$ cat config.mk
export PLATFORM = sky130hd
export DESIGN_NAME = pd1_mem_stream_master
export DESIGN_NICKNAME = d
export VERILOG_FILES = /design/src/rtl/pd1_mem_stream_master.sv
export SDC_FILE = /design/constraint.sdc
export NUM_CORES = 1
export LEC_CHECK = 0
export CAP_MARGIN = 20
export CORE_MARGIN = 3
export CORE_UTILIZATION = 34
export CTS_BUF_LIST = sky130_fd_sc_hd__clkbuf_4 sky130_fd_sc_hd__clkbuf_8
export DETAILED_ROUTE_END_ITERATION = 12
export PLACE_DENSITY_LB_ADDON = 0.2
export SLEW_MARGIN = 10
export SYNTH_ARGS = -nofsm -noshare
export SYNTH_HDL_FRONTEND = slang
export SYNTH_SLANG_ARGS = --single-unit
$ cat constraint.sdc
create_clock -name clk -period 3 [get_ports clk]
set_input_delay 0.45 -clock clk [delete_from_list [all_inputs] [get_ports clk]]
set_output_delay 0.45 -clock clk [all_outputs]
set_load 0.05 [all_outputs]
$ cat src/rtl/pd1_mem_stream_master.sv
// Stream <-> Avalon-MM word mover: writes a stream into memory or reads memory out to a stream.
// Define PD1_MEM_STREAM_MASTER_READBACK_EN to build the READ path (output FIFO, m_* stream).
module pd1_mem_stream_master #(
    parameter int ADDR_W = 10,
    parameter int DATA_W = 32
) (
    input  logic                clk,
    input  logic                reset,
    input  logic                cmd_valid,
    output logic                cmd_ready,
    input  logic                cmd_read,
    input  logic [ADDR_W-1:0]   cmd_addr,
    input  logic [ADDR_W:0]     cmd_len,
    input  logic                s_valid,
    input  logic [DATA_W-1:0]   s_data,
    output logic                s_ready,
    output logic                m_valid,
    output logic [DATA_W-1:0]   m_data,
    input  logic                m_ready,
    output logic [ADDR_W-1:0]   av_address,
    output logic                av_chipselect,
    output logic                av_write,
    output logic                av_clken,
    output logic [DATA_W-1:0]   av_writedata,
    output logic [DATA_W/8-1:0] av_byteenable,
    input  logic [DATA_W-1:0]   av_readdata,
    output logic                busy,
    output logic                done
);
    localparam int BE_W = DATA_W / 8;

    typedef enum logic [1:0] {IDLE, WRITE, READ, DONE} state_t;

    state_t              state;
    logic [ADDR_W-1:0]   addr;
    logic [ADDR_W:0]     remaining;
    logic                accept;
    logic                wr_xfer;
    logic                rd_issue;
    logic                pop;

    assign accept  = cmd_valid && cmd_ready;
    assign wr_xfer = (state == WRITE) && s_valid;

    assign cmd_ready     = (state == IDLE) && !reset;
    assign s_ready       = (state == WRITE);
    assign busy          = (state != IDLE);
    assign done          = (state == DONE);
    assign av_clken      = !reset;
    assign av_byteenable = {BE_W{!reset}};
    assign av_address    = addr;
    assign av_write      = wr_xfer;
    assign av_chipselect = wr_xfer || rd_issue;
    assign av_writedata  = (state == WRITE) ? s_data : '0;

`ifdef PD1_MEM_STREAM_MASTER_READBACK_EN
    logic [ADDR_W:0]   issue_left;
    logic              rd_pend;
    logic [1:0]        count;
    logic              wr_ptr;
    logic              rd_ptr;
    logic [DATA_W-1:0] fifo_mem [2];
    logic [2:0]        occ_next;

    assign m_valid = (count != 2'd0);
    assign m_data  = fifo_mem[rd_ptr];
    assign pop     = m_valid && m_ready;

    // Occupancy after this cycle's pop; issuing keeps in-flight + buffered at most 2.
    assign occ_next = {2'b0, rd_pend} + {1'b0, count} - {2'b0, pop};
    assign rd_issue = (state == READ) && (issue_left != '0) && (occ_next < 3'd2);

    always_ff @(posedge clk or posedge reset) begin
        if (reset) begin
            issue_left  <= '0;
            rd_pend     <= 1'b0;
            count       <= 2'd0;
            wr_ptr      <= 1'b0;
            rd_ptr      <= 1'b0;
            fifo_mem[0] <= '0;
            fifo_mem[1] <= '0;
        end else begin
            rd_pend <= rd_issue;
            if (accept)
                issue_left <= cmd_len;
            else if (rd_issue)
                issue_left <= issue_left - 1'b1;
            if (rd_pend) begin
                fifo_mem[wr_ptr] <= av_readdata;
                wr_ptr           <= ~wr_ptr;
            end
            if (pop)
                rd_ptr <= ~rd_ptr;
            count <= count + {1'b0, rd_pend} - {1'b0, pop};
        end
    end
`else
    logic unused_inputs;

    assign m_valid       = 1'b0;
    assign m_data        = '0;
    assign pop           = 1'b0;
    assign rd_issue      = 1'b0;
    assign unused_inputs = ^{av_readdata, m_ready};
`endif

    always_ff @(posedge clk or posedge reset) begin
        if (reset) begin
            state     <= IDLE;
            addr      <= '0;
            remaining <= '0;
        end else begin
            case (state)
                IDLE: begin
                    if (accept) begin
                        addr      <= cmd_addr;
                        remaining <= cmd_len;
                        if (cmd_len == '0)
                            state <= DONE;
`ifdef PD1_MEM_STREAM_MASTER_READBACK_EN
                        else if (cmd_read)
                            state <= READ;
`else
                        else if (cmd_read)
                            state <= DONE;
`endif
                        else
                            state <= WRITE;
                    end
                end
                WRITE: begin
                    if (wr_xfer) begin
                        addr      <= addr + 1'b1;
                        remaining <= remaining - 1'b1;
                        if (remaining == (ADDR_W+1)'(1))
                            state <= DONE;
                    end
                end
                READ: begin
                    // Address tracks issued reads; completion tracks words delivered on m.
                    if (rd_issue)
                        addr <= addr + 1'b1;
                    if (pop) begin
                        remaining <= remaining - 1'b1;
                        if (remaining == (ADDR_W+1)'(1))
                            state <= DONE;
                    end
                end
                DONE:    state <= IDLE;
                default: state <= IDLE;
            endcase
        end
    end
endmodule

* Word level (Yosys, flattened, before mapping)
Index checks and enable logic that the tools add are counted.
** Cells by class
- $add $sub $neg :: 2
- Equality and inequality tests :: 7
- Mux-type cells :: 13
- Bitwise operators :: 1
- Reductions and logical operators :: 10
** Operators with widths (number)
- 2-to-1 mux 32 bit :: 1
- 2-to-1 mux 11 bit :: 2
- case mux 11 bit (2 select lines) :: 1
- 2-to-1 mux 10 bit :: 2
- case mux 10 bit (2 select lines) :: 1
- equality test 11 x 1 -> 1 bit, second input constant :: 1
- logical NOT 11 bit :: 1
- subtractor 11 x 1 -> 11 bit, second input constant :: 1
- adder 10 x 1 -> 10 bit, second input constant :: 1
- 2-to-1 mux 2 bit :: 5
- case mux 2 bit (3 select lines) :: 1
- equality test 2 bit, second input constant :: 2
- inequality test 2 x 1 -> 1 bit, second input constant :: 2
- AND reduction 4 bit :: 1
- nonzero test 2 bit :: 2
- logical AND 1 bit :: 3
- AND reduction 3 bit :: 1
- equality test 2 x 1 -> 1 bit, second input constant :: 1
- logical NOT 2 bit :: 1
- inequality test 2 bit, second input constant :: 1
- logical NOT 1 bit :: 1
- NOT 1 bit :: 1
** Word-level totals
- Register bits after elaboration :: 23
- Output and inout port bits :: 86

* Longest topological paths before layout
Gate-level depths: netlist of the first run.
- Word-level depth :: 5
- Gate-level depth with buffers :: 7

* Least setup slack after synthesis of the first run
Ideal clock, no wire load.
- Path type :: register to output
- Start :: register state[1]
- End :: output port av_write
- Arrival :: 2249 ps
- Path slack :: 301 ps
- Cell stages (with the launch flop) :: 7
- Buffers on the path :: 3
- Cell sequence :: dfrtp_1 > nand2b_1 > inv_2 > buf_2 > clkbuf_1 > and2_1 > buf_4
** On the way
- Longest elaborated chain between the ends :: 2
** Ends and longest elaborated chain
- from (decl) :: RTL line 34 : state_t state;
- from (signal assigned) :: RTL line 109 : state <= IDLE;
- from (signal assigned) :: RTL line 119 : state <= DONE;
- from (signal assigned) :: RTL line 125 : state <= DONE;
- equality test 2 x 1 -> 1 bit
- via s_ready :: RTL line 16 : output logic s_ready,
- logical AND 1 bit :: RTL line 43 : assign wr_xfer = (state == WRITE) && s_valid;
- to (decl) :: RTL line 22 : output logic av_write,
The timed path passes the listed nets, and every way through them passes these cells.

* Final worst setup path of the first run
- Start :: register state[0]
- End :: output port cmd_ready
** On the way
- Longest elaborated chain between the ends :: 2
** Ends and longest elaborated chain
- logical NOT 2 bit :: RTL line 45 : assign cmd_ready = (state == IDLE) && !reset;
- logical AND 1 bit :: RTL line 45
- to (decl) :: RTL line 10 : output logic cmd_ready,
Every way passes these cells.

==> results of run 1 <==
==> final cells by class <==
cell class | instances | area, um^2
inverter | 6 | 22.52
fill | 450 | 1907
multi-input combinational | 195 | 1115
tap | 70 | 87.58
sequential | 23 | 575.6
clock buffer | 4 | 48.80
timing repair buffer | 116 | 1546
==> power groups by stage <==
stage / registers [W] / logic [W] / clock network (W)
global placement: 0.000653 / 0.00329 / 0
floorplan: 0.000847 / 0.00183 / 0
detailed placement: 0.000662 / 0.00333 / 0
CTS: 0.000657 / 0.00333 / 0.000209
finish: 0.000660 / 0.00330 / 0.000204
global route: 0.000685 / 0.00351 / 0.000225
==> synthesized netlist by cell type (2+ instances only) <==
library cell	n
a21oi_1	22
buf_4	38
o21ai_0	11
clkbuf_1	6
nor3_1	2
nor2_1	15
mux2i_1	2
a2bb2oi_1	6
and2_1	36
o22ai_1	8
nor4_1	3
o21ai_1	5
a31oi_1	3
a311o_1	2
inv_1	5
nand2_1	11
buf_2	6
nand4_1	2
o21a_1	2
ha_1	3
a22oi_1	2
nand3_1	7
dfrtp_1	23
==> cell families (layout without fill, tap and decap cells) <==
family                   after synthesis  after routing  share of synthesized area
AND/OR/NAND/NOR                       88             88                     0.2555
AO/OA/AOI/OAI                         69             69                     0.2270
buffers and inverters                 57            126                     0.1882
flip-flops                            23             23                     0.2975
adder cells (fa/ha/maj)                3              3                    0.01941
multiplexers                           2              2                    0.01035
other                                  1             33                   0.001939
==> worst paths after layout <==
kind                               start            end  slack [ns]  cells after the start
worst max-delay path            state[0]      cmd_ready        0.63                      4
worst min-delay path            state[1]       state[0]        0.53                      1
worst max register to register  state[1]  av_address[6]        0.91                      6
worst min register to register  state[1]       state[0]        0.53                      1
max in group asynchronous          reset   remaining[6]        1.66                      3
min in group asynchronous          reset  av_address[1]        0.65                      2
==> state kept, by name, indices dropped and copies added (netlist names) <==
register,count
av_address,10
remaining,11
state,2
==> stage by stage <==
stage               std cells  total power [W]  setup slack (ns)  area, um^2    util
finish                    414         0.004163            0.6292        3396  0.6404
detailed placement        410         0.003988            0.7174        3347  0.6312
global route              414         0.004425            0.4901        3396  0.6404
floorplan                 275         0.002674            0.3008        2054       -
global placement          410         0.003940            0.7253        3347  0.6312
CTS                       414         0.004194            0.6129        3396  0.6404
==> routing by layer <==
layer  wire (um)  share of wire  up-vias  GRT usage
li1            -              -      983          -
met1        2184           0.38      899     0.2042
met2        2841           0.49      105     0.3192
met3         697           0.12        4    0.06469
met4          32         0.0056        0    0.02872
met5           0              0        -          0
==> layout by cell type (no fill, tap or decap), types with 2 or more instances in the layout <==
cell,n
inv_1,5
dfrtp_1,23
a311o_1,2
a2bb2oi_1,6
o21ai_1,5
a21oi_1,22
o21a_1,2
o22ai_1,8
nor4_1,3
nor3_1,2
a31oi_1,3
o21ai_0,11
buf_4,6
conb_1,33
a22oi_1,2
nand2_1,11
and2_1,36
buf_12,40
nand3_1,7
ha_1,3
clkdlybuf4s50_1,70
mux2i_1,2
nor2_1,15
nand4_1,2
clkbuf_8,3
==> worst max-delay path: stages (launching register included) <==
cell and delay [ns]:
dfrtp_1 0.45, nor2_1 0.22, inv_1 0.08, nor2_1 0.09, clkdlybuf4s50_1 0.82
==> metrics.txt, run 1 <==
final setup TNS=0 ns; vias=1991; routed len/inst=13.90 um; Pint=0.001942 W; # diodes=0; clk_lat worst skew=0.26 ns; PD cells=1226 mW/mm^2; nets@finish=439; Max Root-Sink Buffers=2; Post-synth ARST share=1.000; post-CTS setup buffers=0; antenna-violating nets left=0; Die ar.=0.006630 mm^2; Area Overhead vs Synth=75.55%; H-tree depth=1; register area share after synthesis=0.2975; Sw Ratio=0.5334; Mapped Avg Cell Area=7.960 um^2; I/O pin cnt=177; initial antenna violation count=0; hold_ws=0.5338 ns; area leader, netlist=dfrtp_1; effective utilization at floorplan=0.3648; Worst Setup End Kind=output pin; Clk Tree Root Cell=clkbuf_8; min Tclk post-route=2.371 ns; first-pass GRT wire length=9328 um; Synth Flop Type=dfrtp_1; Post-CTS Resized=0; crit path kind=reg -> out; Max Freq=421.8 MHz; FP Rows=26; Total GRT Usage=0.1778; largest net degree at the start of global routing=35; sequential share of power=0.159; WL final=5755 um; Syn Inst Count=243; Buffers on Ports=110; Die Ht=81.43 um; RSZ-0062 raised after global routing=no; Yosys top cell area share=0.2975; die width=81.43 um; Num Clock Sinks=23; Max Slew Vio Count=0; Worst Path Arrival=1.92 ns; max_cap viols=0; CTS Buf Count=3; CP required=2.55 ns; Hold Crit Class=reg -> reg; DR iter-0 viols=78; Placer Congestion=0.7914; critical path peak fanout=6; Post-CTS Hold Fix Bufs=0; router iterations before antenna repair=4; clk slew on worst S/H paths=0.08 ns; Logic pwr share=0.792; Synthesis Warnings=0; status=complete, no violations; CTS tree=done; DR DRC count=0; Clk pwr share=0.049; dpl hpwl=4817 um; core area=0.005303 mm^2; vias per cell=4.809; Hold Violations, Final=0; share of post-route cells with drive strength above 1=0.1715; vias in the first global route=1930; Max-slew headroom=0.5327; leakage=1.425 nW; grt ovf=0; fin crit share=0.7903; Net Sw Power=0.002220 W; crit path launch type=flip-flop; final setup fails=0; Cell Area, Synth=0.001934 mm^2; EDFF count, synth=0; Fin Clk Skew=0.001553 ns; FF+latch count, synth=23; synth top area cells=dfrtp_1, buf_4, and2_1; Worst Tran Pin Value=0.7002 ns; maximum vdd drop=701.8 uV; library cells used by synthesis=46
No activity file was read; power rests on OpenSTA's default activity.
==> run 2: changes to the inputs <==
- CORE_UTILIZATION: 34 -> 29
- clock period: 3 -> 2.1 ns (I/O delays scaled with it)
==> run 2 against run 1 <==
Against the previous run:
- clock skew is 0.0042 ns higher
- global-route usage decreased by 3.6 points
- design area increased by 1.6%
- worst hold slack got worse by 0.0088 ns
- sequential share of layout area down 0.26 points
- core utilization decreased by 10 points
- sequential power rose by 43%
- die area is 16% higher
- non-clock buffer count increased by 1
- clock power rose by 41%
- power grew 46%
==> metrics.txt, run 2 (synthesis results as in run 1) <==
Logic pwr share=0.797; Post-CTS Hold Fix Bufs=0; WL final=5660 um; Worst Tran Pin Value=0.5020 ns; vias per cell=4.822; Max-slew headroom=0.6622; delay-heaviest family, CP=buffers and inverters; Net Sw Power=0.003184 W; router iterations before antenna repair=4; Die Ht=87.67 um; dpl hpwl=4569 um; status=complete, no violations; I/O pin cnt=177; Clk Tree Root Cell=clkbuf_8; crit path kind=reg -> out; share of post-route cells with drive strength above 1=0.1826; Total GRT Usage=0.1415; sequential share of power=0.155; vias=2035; antenna-violating nets left=0; DR iter-0 viols=107; FP Rows=29; RSZ-0062 raised after global routing=no; Max Slew Vio Count=0; DR WL met2=2879 um; final setup fails=0; Buffers on Ports=110; critical path depth=1; # diodes=0; H-tree depth=1; Met3 Wirelength=529 um; Max Freq=526.8 MHz; DR DRC count=0; crit path launch type=flip-flop; grt ovf=0; max_cap viols=0; total power=0.006063 W; final core utilization=0.5371; Fin Clk Skew=0.005760 ns; most frequent cells in the layout=clkdlybuf4s50_1, buf_12, and2_1; fin crit share=0.9039; maximum vdd drop=919.4 uV; metal1 wirelength=2246 um; Max Root-Sink Buffers=2; critical path peak fanout=8; Filler Cells Inserted=582; PD cells=1758 mW/mm^2; Hold Crit Class=reg -> reg; Non-Filler Instances=422; Register-to-Register Path Depth=6; Num Clock Sinks=23; CTS Buf Count=3; Sw Ratio=0.5251; nets@finish=440; register bank with the most flops=remaining; final setup TNS=0 ns; commonest non-fill, non-tap cell in the layout=clkdlybuf4s50_1; CP max stage delay=0.85 ns; # placed instances=418; Clk pwr share=0.047; CP required=1.78 ns; hold-critical path depth=1; effective utilization at floorplan=0.3012; hold_ws=0.5250 ns; clk slew on worst S/H paths=0.08 ns; vias in the first global route=1822; min Tclk post-route=1.898 ns; cell chain of the critical path=clkdlybuf4s50_1; die width=87.67 um; Hold Violations, Final=0; leakage=1.454 nW; initial antenna violation count=0; first-pass GRT wire length=8818 um; largest net degree at the start of global routing=38; WP buf/inv=1; Die ar.=0.007686 mm^2; core area=0.006422 mm^2; max reg flops=11; routed len/inst=13.41 um; Placer Congestion=0.8030; Worst Path Arrival=1.58 ns; Pint=0.002879 W; crit path max-delay cell type=clkdlybuf4s50_1; clk_lat worst skew=0.26 ns; Worst Setup End Kind=output pin; Area Overhead vs Synth=78.33%; uppermost layer routed=met4; CTS tree=done
-- run 2: per-layer routing --
| metal | global-route usage | vias up |
|---|---|---|
| met4 | 0.008368 | 0 |
| met1 | 0.1753 | 932 |
| met3 | 0.04233 | 2 |
| met2 | 0.2534 | 110 |
| met5 | 0 | - |
| li1 | - | 991 |
-- run 2: what timing repair did --
item | CTS | global route
setup endpoints to repair | 0 | 1
buffers inserted | 0 | 0
resized for setup | 0 | 1
-- run 2: power groups by stage --
| stage | sequential, W | combinational [W] | clock (W) |
|---|---|---|---|
| after floorplan | 0.00121 | 0.00262 | 0 |
| after global placement | 0.000937 | 0.00484 | 0 |
| after detailed placement | 0.000945 | 0.00486 | 0 |
| after CTS | 0.000937 | 0.00487 | 0.000299 |
| after global routing | 0.000984 | 0.00511 | 0.000311 |
| final | 0.000942 | 0.00483 | 0.000288 |
-- run 2: layout make-up --
class                      count  area [um^2]  area share
timing repair buffer         117         1589      0.4606
multi-input combinational    195         1117      0.3239
tap                           77        96.34     0.02793
sequential                    23        575.6      0.1668
clock buffer                   4        48.80     0.01415
inverter                       6        22.52    0.006529
-- run 2: final timing paths --
| path | slack [ns] | end | startpoint |
|---|---|---|---|
| max | 0.20 | av_address[4] | av_address[4] |
| min | 0.53 | state[0] | state[1] |
| max reg2reg | 0.25 | remaining[10] | remaining[0] |
| min reg2reg | 0.53 | state[0] | state[1] |
| max in group asynchronous | 1.02 | av_address[7] | reset |
| min in group asynchronous | 0.85 | state[1] | reset |
-- run 2: worst register-to-register path, delay by kind of cell, from the launching register on --
family,cells,cell delay [ns]
compound gates,2,0.24
fa+ha+maj,1,0.26
buf+inv,1,0.10
flops,1,0.42
simple gates,2,0.71
-- run 2: stage by stage --
| stage | cell area [um^2] | setup slack (ns) |
|---|---|---|
| floorplan | 2058 | 0.08657 |
| global placement | 3398 | 0.2747 |
| detailed placement | 3398 | 0.2577 |
| CTS | 3447 | 0.02693 |
| global route | 3450 | 0.1374 |
| finish | 3450 | 0.2018 |
